`config.mk`:
```
export PLATFORM = sky130hd
export DESIGN_NAME = seq_addsub
export DESIGN_NICKNAME = d
export VERILOG_FILES = /design/src/rtl/arith_pkg.sv /design/src/rtl/addsub_chunk.sv /design/src/rtl/seq_addsub.sv
export SDC_FILE = /design/constraint.sdc
export NUM_CORES = 1
export LEC_CHECK = 0
export ABC_AREA = 0
export CORE_MARGIN = 2
export CORE_UTILIZATION = 45
export CTS_BUF_LIST = sky130_fd_sc_hd__clkbuf_8
export DETAILED_ROUTE_END_ITERATION = 8
export GPL_TIMING_DRIVEN = 0
export PLACE_DENSITY = 0.67
export SLEW_MARGIN = 20
export SYNTH_ARGS = -nofsm -noshare
export SYNTH_HDL_FRONTEND = slang
export SYNTH_SLANG_ARGS = --single-unit
```
`constraint.sdc`:
```
create_clock -name clk -period 13.2 [get_ports clk]
set_input_delay 1.32 -clock clk [delete_from_list [all_inputs] [get_ports clk]]
set_output_delay 1.32 -clock clk [all_outputs]
set_load 0.1 [all_outputs]
```
`src/rtl/arith_pkg.sv`:
```
// arith_pkg: shared definitions for the multi-cycle arithmetic units.
//   state_t       - FSM state encoding {IDLE, RUN}
//   num_chunks()  - number of CHUNK-wide slices in a WIDTH-wide operand
//   cnt_width()   - width of a counter indexing those slices (minimum 1)
package arith_pkg;

    typedef enum logic {
        IDLE = 1'b0,
        RUN  = 1'b1
    } state_t;

    function automatic int num_chunks(input int width, input int chunk);
        return width / chunk;
    endfunction

    // A single-chunk design still needs a 1-bit index register.
    function automatic int cnt_width(input int n);
        return (n <= 1) ? 1 : $clog2(n);
    endfunction

endpackage

```
`src/rtl/addsub_chunk.sv`:
```
// addsub_chunk: CHUNK-bit ripple-carry adder slice.
//   a, b   - CHUNK-bit addends (b is pre-inverted by the caller for subtract)
//   ci     - carry in
//   s      - CHUNK-bit sum
//   co     - carry out of the top bit
//   c_msb  - carry into the top bit (signed overflow = c_msb ^ co)
module addsub_chunk #(
    parameter int CHUNK = 8
) (
    input  logic [CHUNK-1:0] a,
    input  logic [CHUNK-1:0] b,
    input  logic             ci,
    output logic [CHUNK-1:0] s,
    output logic             co,
    output logic             c_msb
);

    logic [CHUNK:0] c;

    always_comb begin
        c    = '0;
        s    = '0;
        c[0] = ci;
        for (int i = 0; i < CHUNK; i++) begin
            s[i]   = a[i] ^ b[i] ^ c[i];
            c[i+1] = (a[i] & b[i]) | (a[i] & c[i]) | (b[i] & c[i]);
        end
    end

    assign co    = c[CHUNK];
    assign c_msb = c[CHUNK-1];

endmodule

```
`src/rtl/seq_addsub.sv`:
```
// seq_addsub: multi-cycle adder/subtractor, CHUNK bits per clock.
//   clk, rst         - clock, synchronous active-high reset
//   start            - request; sampled only while idle
//   x, y, sub, cin   - operands, op select (1 = subtract), carry/borrow in
//   busy             - operation in progress (N cycles)
//   done             - one-cycle pulse when f and flags update
//   f                - result, held until the next operation completes
//   OF, SF, ZF, CF   - signed overflow, sign, zero, unsigned carry/borrow
//   cout             - raw carry out of bit WIDTH-1
module seq_addsub
    import arith_pkg::*;
#(
    parameter int WIDTH = 32,
    parameter int CHUNK = 8
) (
    input  logic             clk,
    input  logic             rst,
    input  logic             start,
    input  logic [WIDTH-1:0] x,
    input  logic [WIDTH-1:0] y,
    input  logic             sub,
    input  logic             cin,
    output logic             busy,
    output logic             done,
    output logic [WIDTH-1:0] f,
    output logic             OF,
    output logic             SF,
    output logic             ZF,
    output logic             CF,
    output logic             cout
);

    localparam int N  = num_chunks(WIDTH, CHUNK);
    localparam int KW = cnt_width(N);

    state_t           state;
    logic [KW-1:0]    k;
    logic [WIDTH-1:0] x_r;
    logic [WIDTH-1:0] y_r;     // already inverted for subtract
    logic             c_r;
    logic             sub_r;
    logic [WIDTH-1:0] res;

    logic [CHUNK-1:0] a_chunk;
    logic [CHUNK-1:0] b_chunk;
    logic [CHUNK-1:0] s_chunk;
    logic             co_chunk;
    logic             cmsb_chunk;
    logic [WIDTH-1:0] res_next;
    logic             last;

    assign last = (k == KW'(N - 1));

    always_comb begin
        a_chunk  = x_r[int'(k) * CHUNK +: CHUNK];
        b_chunk  = y_r[int'(k) * CHUNK +: CHUNK];
        res_next = res;
        res_next[int'(k) * CHUNK +: CHUNK] = s_chunk;
    end

    addsub_chunk #(.CHUNK(CHUNK)) u_chunk (
        .a     (a_chunk),
        .b     (b_chunk),
        .ci    (c_r),
        .s     (s_chunk),
        .co    (co_chunk),
        .c_msb (cmsb_chunk)
    );

    always_ff @(posedge clk) begin
        if (rst) begin
            state <= IDLE;
            k     <= '0;
            x_r   <= '0;
            y_r   <= '0;
            c_r   <= 1'b0;
            sub_r <= 1'b0;
            res   <= '0;
            busy  <= 1'b0;
            done  <= 1'b0;
            f     <= '0;
            OF    <= 1'b0;
            SF    <= 1'b0;
            ZF    <= 1'b0;
            CF    <= 1'b0;
            cout  <= 1'b0;
        end else begin
            done <= 1'b0;
            case (state)
                IDLE: begin
                    if (start) begin
                        // x - y - cin == x + ~y + ~cin
                        x_r   <= x;
                        y_r   <= sub ? ~y : y;
                        c_r   <= sub ? ~cin : cin;
                        sub_r <= sub;
                        k     <= '0;
                        busy  <= 1'b1;
                        state <= RUN;
                    end
                end
                RUN: begin
                    res <= res_next;
                    c_r <= co_chunk;
                    if (last) begin
                        // On the final chunk the slice top bit is bit WIDTH-1.
                        f     <= res_next;
                        cout  <= co_chunk;
                        CF    <= co_chunk ^ sub_r;
                        OF    <= cmsb_chunk ^ co_chunk;
                        SF    <= res_next[WIDTH-1];
                        ZF    <= (res_next == '0);
                        k     <= '0;
                        busy  <= 1'b0;
                        done  <= 1'b1;
                        state <= IDLE;
                    end else begin
                        k <= k + 1'b1;
                    end
                end
                default: state <= IDLE;
            endcase
        end
    end

endmodule

```
==> results of run 1 <==
power by group through the flow:
stage / Clock (W) / Sequential (W) / Combinational (W)
finish: 0.000316 / 0.000456 / 0.000173
global route: 0.000339 / 0.000458 / 0.000189
CTS: 0.000321 / 0.000455 / 0.000172
detailed placement: 0 / 0.000465 / 0.000171
global placement: 0 / 0.000464 / 0.000168
floorplan: 0 / 0.000464 / 0.000109
metal layers:
metal / part of all wire / routed length (um) / global-route usage / vias to the layer above
met5: 0 / 0 / 0 / -
met4: 0.032 / 557 / 0.127 / 0
met3: 0.053 / 928 / 0.0534 / 42
met2: 0.50 / 8750 / 0.421 / 198
met1: 0.41 / 7160 / 0.295 / 2635
li1: - / - / - / 2692
sequential cells by signal, indices dropped and copies added, names as in the netlist, 2 cells and up:
signal  count
f          32
k           2
res        32
x_r        32
y_r        32
area by class of cell:
| class | count | area (um^2) |
|---|---|---|
| plain buffers | 61 | 260 |
| clock inverters | 11 | 95.1 |
| well taps | 180 | 225 |
| flip-flops and latches | 139 | 2780 |
| fillers | 1273 | 5860 |
| multi-input cells | 480 | 3150 |
| clock buffers | 18 | 248 |
| inverters | 25 | 93.8 |
| repair buffers | 106 | 1060 |
through the flow:
stage,utilization,cell area [um^2]
global route,0.574,7910
global placement,0.550,7570
CTS,0.574,7910
finish,0.574,7910
detailed placement,0.550,7570
floorplan,-,6280
worst min path at each step:
stage	slack [ns]	to	start
6_report	0.46	x_r[0]$_SDFFE_PP0P_	x_r[0]$_SDFFE_PP0P_
5_1_grt	0.48	x_r[0]$_SDFFE_PP0P_	x_r[0]$_SDFFE_PP0P_
4_1_cts	0.46	x_r[11]$_SDFFE_PP0P_	x_r[11]$_SDFFE_PP0P_
3_5_place_dp	0.45	x_r[11]$_SDFFE_PP0P_	x_r[11]$_SDFFE_PP0P_
3_3_place_gp	0.44	x_r[31]$_SDFFE_PP0P_	x_r[31]$_SDFFE_PP0P_
2_1_floorplan	0.43	x_r[16]$_SDFFE_PP0P_	x_r[16]$_SDFFE_PP0P_
cell usage after synthesis (3+ instances only):
cell type	instances	area (um^2)
a21oi_1	47	235
a31oi_1	16	100
xnor2_1	35	307
buf_2	13	65.1
ha_1	6	75.1
o221ai_1	3	26.3
buf_4	4	30.0
nor2b_1	21	131
inv_1	25	93.8
dfxtp_1	139	2780
and2_1	3	18.8
mux4_2	16	360
nor2_1	123	462
a211oi_1	93	698
nor3_1	5	25.0
fa_1	8	160
clkbuf_1	43	161
nand2_1	73	274
critical path, cell delays in order (launching register included):
cell and delay (ns):
dfxtp_1 0.39, clkbuf_1 0.41, clkbuf_1 0.58, mux4_2 0.38
fa_1 0.17, inv_1 0.05, fa_1 0.38, fa_1 0.38
fa_1 0.41, fa_1 0.40, fa_1 0.39, fa_1 0.46
fa_1 0.59, nor2_1 0.12, a31oi_1 0.29, nand4_1 0.17
nor4_1 0.29, a32o_1 0.21
cells by family (layout without fill, tap and decap cells):
logic type	after synthesis	after routing	synth area share
fa+ha+maj	14	14	0.0374
simple gates	240	240	0.166
compound gates	173	173	0.188
flops	139	139	0.443
xor+xnor	35	35	0.0488
buf+inv	86	221	0.0564
mux	18	18	0.0605
==> key figures, run 1 <==
Run status
  – Status: finished, final reports clean

STA
  – RSZ-0062 raised after global routing: false
  – Clock Skews: 0.0151 ns
  – Setup Total Neg Slack: 0 ns
  – Peak Freq: 0.163 GHz
  – Final setup fails: 0
  – Slew Viols, Final: 0
  – Hold slack: between 0.4 and 0.5 ns
  – Min Tclk post-route: 6.12 ns
  – Max_slew headroom: 0.324
  – Final worst slack: between 7 and 8 ns
  – Slew @ Worst Pin: between 1 and 1.5 ns
  – Final Hold Viols: 0
  – Period utilization: 0.464

Clock tree
  – Post-cts repair resize count: 0
  – TritonCTS buffer count: 17
  – Htree depth: 4
  – Clk slew on worst S/H paths: 0.07 ns
  – Worst-Skew Late Latency: 0.47 ns
  – Clk root buf: clkbuf_8
  – Clock buffer depth: 2
  – CTS tree: yes
  – Hold-fix buffers, CTS: 0
  – Clock sink total: 139
  – Setup Fix Bufs, Post-CTS: 0

Logic synthesis
  – Post-synth ARST share: 0
  – Avg Cell Area, Syn: 8.91 um^2
  – Syn_nets: between 700 and 800
  – Ys flop type: dfxtp_1
  – Post-synth EDFFs: 0
  – Syn Std Cell Area: 6280 um^2
  – Synth unique cells: 41
  – Sequential-to-total area share from yosys stat: 0.443
  – Warnings, synthesis: 0
  – Post-synthesis cell count: 705
  – Post-synthesis register bit count: 139

Global routing
  – First-pass GRT wire length: 28,100 um
  – Vias in the first global route: 5,726
  – GRT Total Usage: 0.248
  – Initial antenna violation count: 0
  – Global route overflow: 0
  – Largest net degree at the start of global routing: 17

Setup path
  – Critical path class: reg2reg
  – Critical R2R Capture: ZF$_SDFFE_PP0P_
  – Worst path required time: 13.60 ns
  – Worst setup startpoint: k[1]$_SDFFE_PP0P_
  – FF-to-FF path depth: 17
  – CP arrival: 6.53 ns
  – Crit Path Max Fanout: 10
  – Crit path to: ZF$_SDFFE_PP0P_
  – CP startpoint kind: flop
  – Worst reg2reg startpoint: k[1]$_SDFFE_PP0P_
  – CP endpoint kind: flop
  – Worst reg-to-reg setup slack: between 7 and 8 ns

Hold path
  – Hold Path Depth: 2
  – Hold Crit Class: reg2reg

Floorplanning
  – I/O pin cnt: 108
  – Full die area: 14,900 um^2
  – Row cnt: 43
  – Core area: 13,800 um^2
  – Die boundary width: 122 um
  – Initial Utilization: 0.456
  – Die height: about 120 um

Routing
  – DRC Markers: 0
  – Vias/cell: 5.46
  – Initial drt markers: 506
  – Post-route ant nets: 0
  – Drt first pass iters: 5
  – Via count: roughly 5,600
  – WL final: 17,400 um
  – Routed len/inst: 17.1 um

Place
  – Global placer's final weighted congestion: 0.869
  – Placed cell count: 991
  – IO Port Bufs: 106
  – DP Worst Slack: 7.16 ns
  – Hpwl dp: 13,100 um

Power and ir drop
  – Total power: 0.000945 W
  – Sequential share of power: 0.482
  – Sw frac: 0.279
  – Internal power: just under 0.0007 W
  – Clock share of power: 0.335
  – Combinational share of power: 0.183
  – Leak: 2.74 nW
  – Worst VDD drop: between 60 and 70 uV
  – Net Sw Power: around 0.00026 W
  – Pwr per Cell Area: approximately 120 nW/um^2

Layout
  – Diodes inserted: 0
  – Share of cells above drive strength 1: 0.0702
  – Layout area overhead: 25.9%
  – Layout Nets: between 900 and 1,000
  – Most common cell after layout, fill and taps aside: dfxtp_1
  – Commonest non-fill, non-tap cells in the layout: dfxtp_1, nor2_1, clkdlybuf4s50_1, a211oi_1, nand2_1
  – Fin cells: 1,020

Flow run
  – Max Cap Viol: 0
(Power assumes the default switching activity.)
==> run 2, diff against run 1 <==
- PLACE_DENSITY: 0.67 -> 0.69
- clock period: 13.2 -> 5.2 ns (I/O delays scaled with it)
==> run 2 against run 1 <==
Register-to-register slack worse by 6.9 ns. Highest routed layer unchanged. First-iteration DRC count is 3.4% lower. Largest cell class unchanged. Final cell count grew 1.1%.
==> key figures, run 2 (synthesis results as in run 1) <==
Place
  – Placed inst area: between 7000 and 8000 um^2
  – Hpwl dp: 13,000 um
  – IO Port Bufs: 106
  – DP Worst Slack: -0.838 ns
  – Global placer's final weighted congestion: 0.883

Power and ir drop
  – Pwr per Cell Area: around 310 nW/um^2
  – Leak: between 2 and 3 nW
  – Sequential share of power: 0.450
  – Sw frac: 0.269
  – Combinational share of power: 0.181
  – Net Sw Power: 0.000693 W
  – Worst VDD drop: 141 uV
  – Clock share of power: 0.369
  – Internal power: 0.00188 W

Setup path
  – Critical path class: reg2reg
  – CP max stage cell: fa_2
  – CP endpoint kind: flop
  – Worst reg-to-reg setup slack: ~0.16 ns
  – FF-to-FF path depth: 16
  – Worst reg2reg startpoint: k[0]$_SDFFE_PP0P_
  – CP startpoint kind: flop
  – Critical R2R Capture: ZF$_SDFFE_PP0P_
  – CP cell instances: buf_12 > mux4_2 > fa_1 > inv_1 > fa_1 > fa_2 > fa_1 > fa_1 > fa_2 > fa_2 > fa_2 > nor2_4 > a31oi_4 > nand4_1 > nor4_2 > a32o_1
  – Worst path required time: 5.60 ns
  – Crit Path Max Fanout: 10
  – Slowest Stage Delay on Critical Path: 0.59 ns
  – CP arrival: 5.44 ns

Routing
  – Post-route ant nets: 0
  – WL final: 17,600 um
  – Initial drt markers: 489
  – Routed len/inst: ~17 um
  – Via count: 5,702
  – DRC Markers: 0
  – Vias/cell: 5.53
  – Drt first pass iters: 6

Floorplanning
  – Die boundary width: 122 um
  – Row cnt: 43
  – I/O pin cnt: around 110
  – Initial Utilization: 0.456
  – Core area: 13,800 um^2
  – Die height: around 120 um
  – Full die area: 14,900 um^2

Layout
  – Layout Nets: slightly above 900
  – Commonest non-fill, non-tap cells in the layout: dfxtp_1, nor2_1, clkdlybuf4s50_1, a211oi_1, nand2_1
  – Final Cell Area: 8170 um^2
  – Share of cells above drive strength 1: 0.103
  – Diodes inserted: 0
  – Most common cell after layout, fill and taps aside: dfxtp_1
  – Layout area overhead: 30.1%

Clock tree
  – Clock sink total: approximately 140
  – TritonCTS buffer count: 17
  – Clk slew on worst S/H paths: roughly 0.07 ns
  – Clock buffer depth: 2
  – Htree depth: 4
  – Worst-Skew Late Latency: 0.46 ns
  – Hold-fix buffers, CTS: 0
  – CTS tree: yes
  – Clk root buf: clkbuf_8

STA
  – Final setup fails: 0
  – Period utilization: 0.969
  – Final Hold Viols: 0
  – Hold slack: about 0.46 ns
  – Slew Viols, Final: 0
  – RSZ-0062 raised after global routing: false
  – Peak Freq: 0.198 GHz
  – Slew @ Worst Pin: between 0.9 and 1 ns
  – Clock Skews: 0.0144 ns
  – Max_slew headroom: 0.350
  – Min Tclk post-route: ~5 ns
  – Final worst slack: ~0.16 ns

Global routing
  – First-pass GRT wire length: 27,900 um
  – Vias in the first global route: 5,557
  – Largest net degree at the start of global routing: 17
  – GRT Total Usage: 0.244
  – Initial antenna violation count: 0
  – Global route overflow: 0
  – Busiest grt layer: met2
  – Grt met2 use: 0.421
  – GRT met1 Usage: 0.291
  – GR Util met3: 0.0585

Flow run
  – Max Cap Viol: 0

Hold path
  – Hold_sp: x_r[29]$_SDFFE_PP0P_
  – Hold Path Sink: x_r[29]$_SDFFE_PP0P_
  – Hold Crit Class: reg2reg
  – Hold Path Depth: 2

Run status
  – Status: finished, final reports clean
==> run 2: cell count changes in the layout (fill, tap and decap cells not counted), moves of 3 or more <==
cell	delta
buf_4	+10
fa_1	-4
fa_2	+4
inv_1	-4
a31oi_1	-3
a31oi_4	+3
==> run 2: stage by stage <==
| stage | setup TNS [ns] | utilization | std cells | total power (W) |
|---|---|---|---|---|
| CTS | 0 | 0.588 | 1023 | 0.00256 |
| global placement | -2.94 | 0.550 | 991 | 0.00160 |
| floorplan | 0 | - | 705 | 0.00145 |
| detailed placement | -4.77 | 0.550 | 991 | 0.00161 |
| finish | 0 | 0.593 | 1031 | 0.00257 |
| global route | 0 | 0.593 | 1031 | 0.00266 |
==> run 2: critical path: cells and delay by family, from the launching register on <==
family,cells,cell delay (ns)
adders and majority gates,8,3.05
DFF,1,0.39
buffers and inverters,2,0.21
AOI/OAI and AO/OA,2,0.42
and+or+nand+nor,3,0.54
muxes,1,0.37
==> run 2: power by group through the flow <==
stage,sequential [W],combinational [W],clock (W)
6_report,0.00116,0.000465,0.000949
5_1_grt,0.00116,0.000500,0.000996
4_1_cts,0.00116,0.000447,0.000954
3_5_place_dp,0.00118,0.000433,0
3_3_place_gp,0.00118,0.000424,0
2_1_floorplan,0.00118,0.000276,0
==> run 2: per-layer routing <==
| metal | part of all wire | up-vias |
|---|---|---|
| li1 | - | 2710 |
| met1 | 0.40 | 2701 |
| met2 | 0.51 | 256 |
| met3 | 0.066 | 35 |
| met4 | 0.023 | 0 |
| met5 | 0 | - |
==> run 2: final cells by class <==
class / count / area (um^2)
timing repair buffer: 117 / 1140
tap: 180 / 225
buffer: 59 / 272
sequential: 139 / 2790
clock inverter: 11 / 153
fill: 1217 / 5600
clock buffer: 20 / 275
multi-input combinational: 480 / 3220
inverter: 25 / 93.8
==> run 2: repair_timing <==
item / in CTS / in global routing
endpoints found under the hold margin: 0 / 0
buffers inserted: 1 / 10
resized for setup: 23 / 6
pin swaps: 5 / 5
setup endpoints to repair: 17 / 1
==> run 2: how the worst max path moves through the flow <==
stage,startpoint,endpoint,slack (ns),depth (start not counted)
3_5_place_dp,k[1]$_SDFFE_PP0P_,ZF$_SDFFE_PP0P_,-0.84,17
4_1_cts,k[0]$_SDFFE_PP0P_,ZF$_SDFFE_PP0P_,0.02,17
5_1_grt,k[0]$_SDFFE_PP0P_,ZF$_SDFFE_PP0P_,0.06,16
6_report,k[0]$_SDFFE_PP0P_,ZF$_SDFFE_PP0P_,0.16,16
2_1_floorplan,k[1]$_SDFFE_PP0P_,ZF$_SDFFE_PP0P_,0.05,17
3_3_place_gp,k[1]$_SDFFE_PP0P_,ZF$_SDFFE_PP0P_,-0.70,17
==> run 3, diff against run 2 <==
- DONT_BUFFER_PORTS: unset -> 1
- PLACE_DENSITY: 0.69 -> 0.59
==> run 3 against run 2 <==
Sequential share of layout area grew 5.2 points. Non-clock buffer count decreased by 107. Sequential power about the same. Clock-buffer cell count did not move. Cell area shrank 13%. Power shrank 1.2%. Clock power is 3.6% higher. Worst hold slack worse by 0.30 ns. Routed wire length down 2.5%. Clock skew down 0.0022 ns. Global-route usage shrank 0.54 points.
==> key figures, run 3 (synthesis results as in run 1) <==
Power and ir drop
  – Internal power: 0.00184 W
  – Clock share of power: 0.387
  – Net Sw Power: 0.000703 W
  – Worst VDD drop: 160 uV
  – Leak: 2.42 nW
  – Sw frac: 0.277
  – Combinational share of power: 0.154
  – Pwr per Cell Area: 358 nW/um^2
  – Sequential share of power: 0.459

Global routing
  – Global route overflow: 0
  – First-pass GRT wire length: approximately 27,000 um
  – Vias in the first global route: 5,050
  – GRT Total Usage: 0.239
  – Largest net degree at the start of global routing: 17
  – Initial antenna violation count: 0

Clock tree
  – CTS tree: yes
  – Clk root buf: clkbuf_8
  – Clock buffer depth: 2
  – TritonCTS buffer count: 17
  – Clk slew on worst S/H paths: 0.08 ns
  – Hold-fix buffers, CTS: 0
  – Clock sink total: 139
  – Worst-Skew Late Latency: 0.47 ns
  – Htree depth: 4

Place
  – IO Port Bufs: 0
  – Global placer's final weighted congestion: between 0.8 and 0.9
  – Placed cell count: slightly below 900
  – Hpwl dp: roughly 13,000 um
  – DP Worst Slack: -0.907 ns

STA
  – Setup Total Neg Slack: 0 ns
  – Slew Viols, Final: 0
  – Max_slew headroom: 0.315
  – Peak Freq: 0.200 GHz
  – Slew @ Worst Pin: 1.03 ns
  – Final Hold Viols: 0
  – Hold slack: 0.160 ns
  – Clock Skews: 0.0122 ns
  – Min Tclk post-route: 4.99 ns
  – Final worst slack: roughly 0.21 ns
  – RSZ-0062 raised after global routing: false
  – Period utilization: 0.960
  – Final setup fails: 0

Setup path
  – CP arrival: 5.41 ns
  – CP endpoint kind: flop
  – Critical path class: reg2reg
  – Worst path required time: 5.61 ns
  – CP startpoint kind: flop
  – Crit Path Max Fanout: 11

Layout
  – Final core utilization: 0.515
  – Layout Nets: 815
  – Share of cells above drive strength 1: 0.121
  – Commonest non-fill, non-tap cells in the layout: dfxtp_1, nor2_1, a211oi_1, nand2_1, a21oi_1
  – Fill count: 1,363
  – Most common cell after layout, fill and taps aside: dfxtp_1
  – Fin cells: ~900
  – Layout area overhead: 13.0%
  – Diodes inserted: 0

Routing
  – Post-route ant nets: 0
  – Routed len/inst: 18.6 um
  – Via count: 5,201
  – Vias/cell: approximately 5.6
  – Initial drt markers: 367
  – DRC Markers: 0
  – Drt first pass iters: 5
  – WL final: 17,200 um

Flow run
  – Max Cap Viol: 0

Hold path
  – Hold Crit Class: in2reg

Floorplanning
  – Core area: 13,800 um^2
  – Full die area: 14,900 um^2
  – Initial Utilization: 0.456
  – Row cnt: 43
  – Die height: 122 um
  – I/O pin cnt: 108
  – Die boundary width: 122 um

Run status
  – Status: finished, final reports clean
[run 3: layout make-up]
cell class	instances	area, um^2	share of cell area
Clock inverter	12	170	0.0240
Multi-Input combinational cell	480	3200	0.450
Inverter	25	93.8	0.0132
Buffer	59	275	0.0388
Clock buffer	20	275	0.0388
Timing Repair Buffer	10	75.1	0.0106
Sequential cell	139	2790	0.393
Tap cell	180	225	0.0317
[run 3: final timing paths]
| path | start | cells past startpoint | slack (ns) | end |
|---|---|---|---|---|
| worst max-delay path | k[0]$_SDFFE_PP0P_ | 16 | 0.21 | ZF$_SDFFE_PP0P_ |
| worst min-delay path | rst | 1 | 0.16 | done$_SDFF_PP0_ |
| worst max register to register | k[0]$_SDFFE_PP0P_ | 16 | 0.21 | ZF$_SDFFE_PP0P_ |
| worst min register to register | x_r[3]$_SDFFE_PP0P_ | 2 | 0.45 | x_r[3]$_SDFFE_PP0P_ |
[run 3: layer usage]
layer,track usage,vias to the layer above,share of wire
met5,0,-,0
met2,0.394,154,0.48
met4,0.101,0,0.029
li1,-,2500,-
met3,0.0552,33,0.054
met1,0.301,2514,0.43
[run 3: timing repair]
action                     in CTS  in global routing
setup buffers                   1                  9
setup endpoints to repair      15                  1
hold endpoints to repair        0                  0
pin swaps                       1                  4
resized for setup              18                  8
[run 3: power groups by stage]
stage	Sequential (W)	Combinational [W]	Clock, W
2_1_floorplan	0.00118	0.000276	0
3_3_place_gp	0.00119	0.000364	0
3_5_place_dp	0.00119	0.000369	0
4_1_cts	0.00117	0.000378	0.000997
5_1_grt	0.00117	0.000427	0.00105
6_report	0.00117	0.000390	0.000983
[run 3: through the flow]
stage | area [um^2] | total power [W]
after floorplan | 6280 | 0.00145
after global placement | 6510 | 0.00155
after detailed placement | 6510 | 0.00156
final | 7100 | 0.00254
after CTS | 7020 | 0.00254
after global routing | 7100 | 0.00265
[run 3: critical path: stages, from the launching register on]
cell and delay, ns:
dfxtp_4 0.36, buf_12 0.14, buf_4 0.14, mux4_2 0.34
inv_1 0.06, fa_1 0.43, fa_1 0.39, fa_1 0.38
fa_1 0.39, fa_2 0.36, fa_2 0.41, fa_2 0.61
nor2_2 0.09, a31oi_4 0.19, nand4_1 0.16, nor4_2 0.30
a32o_1 0.20
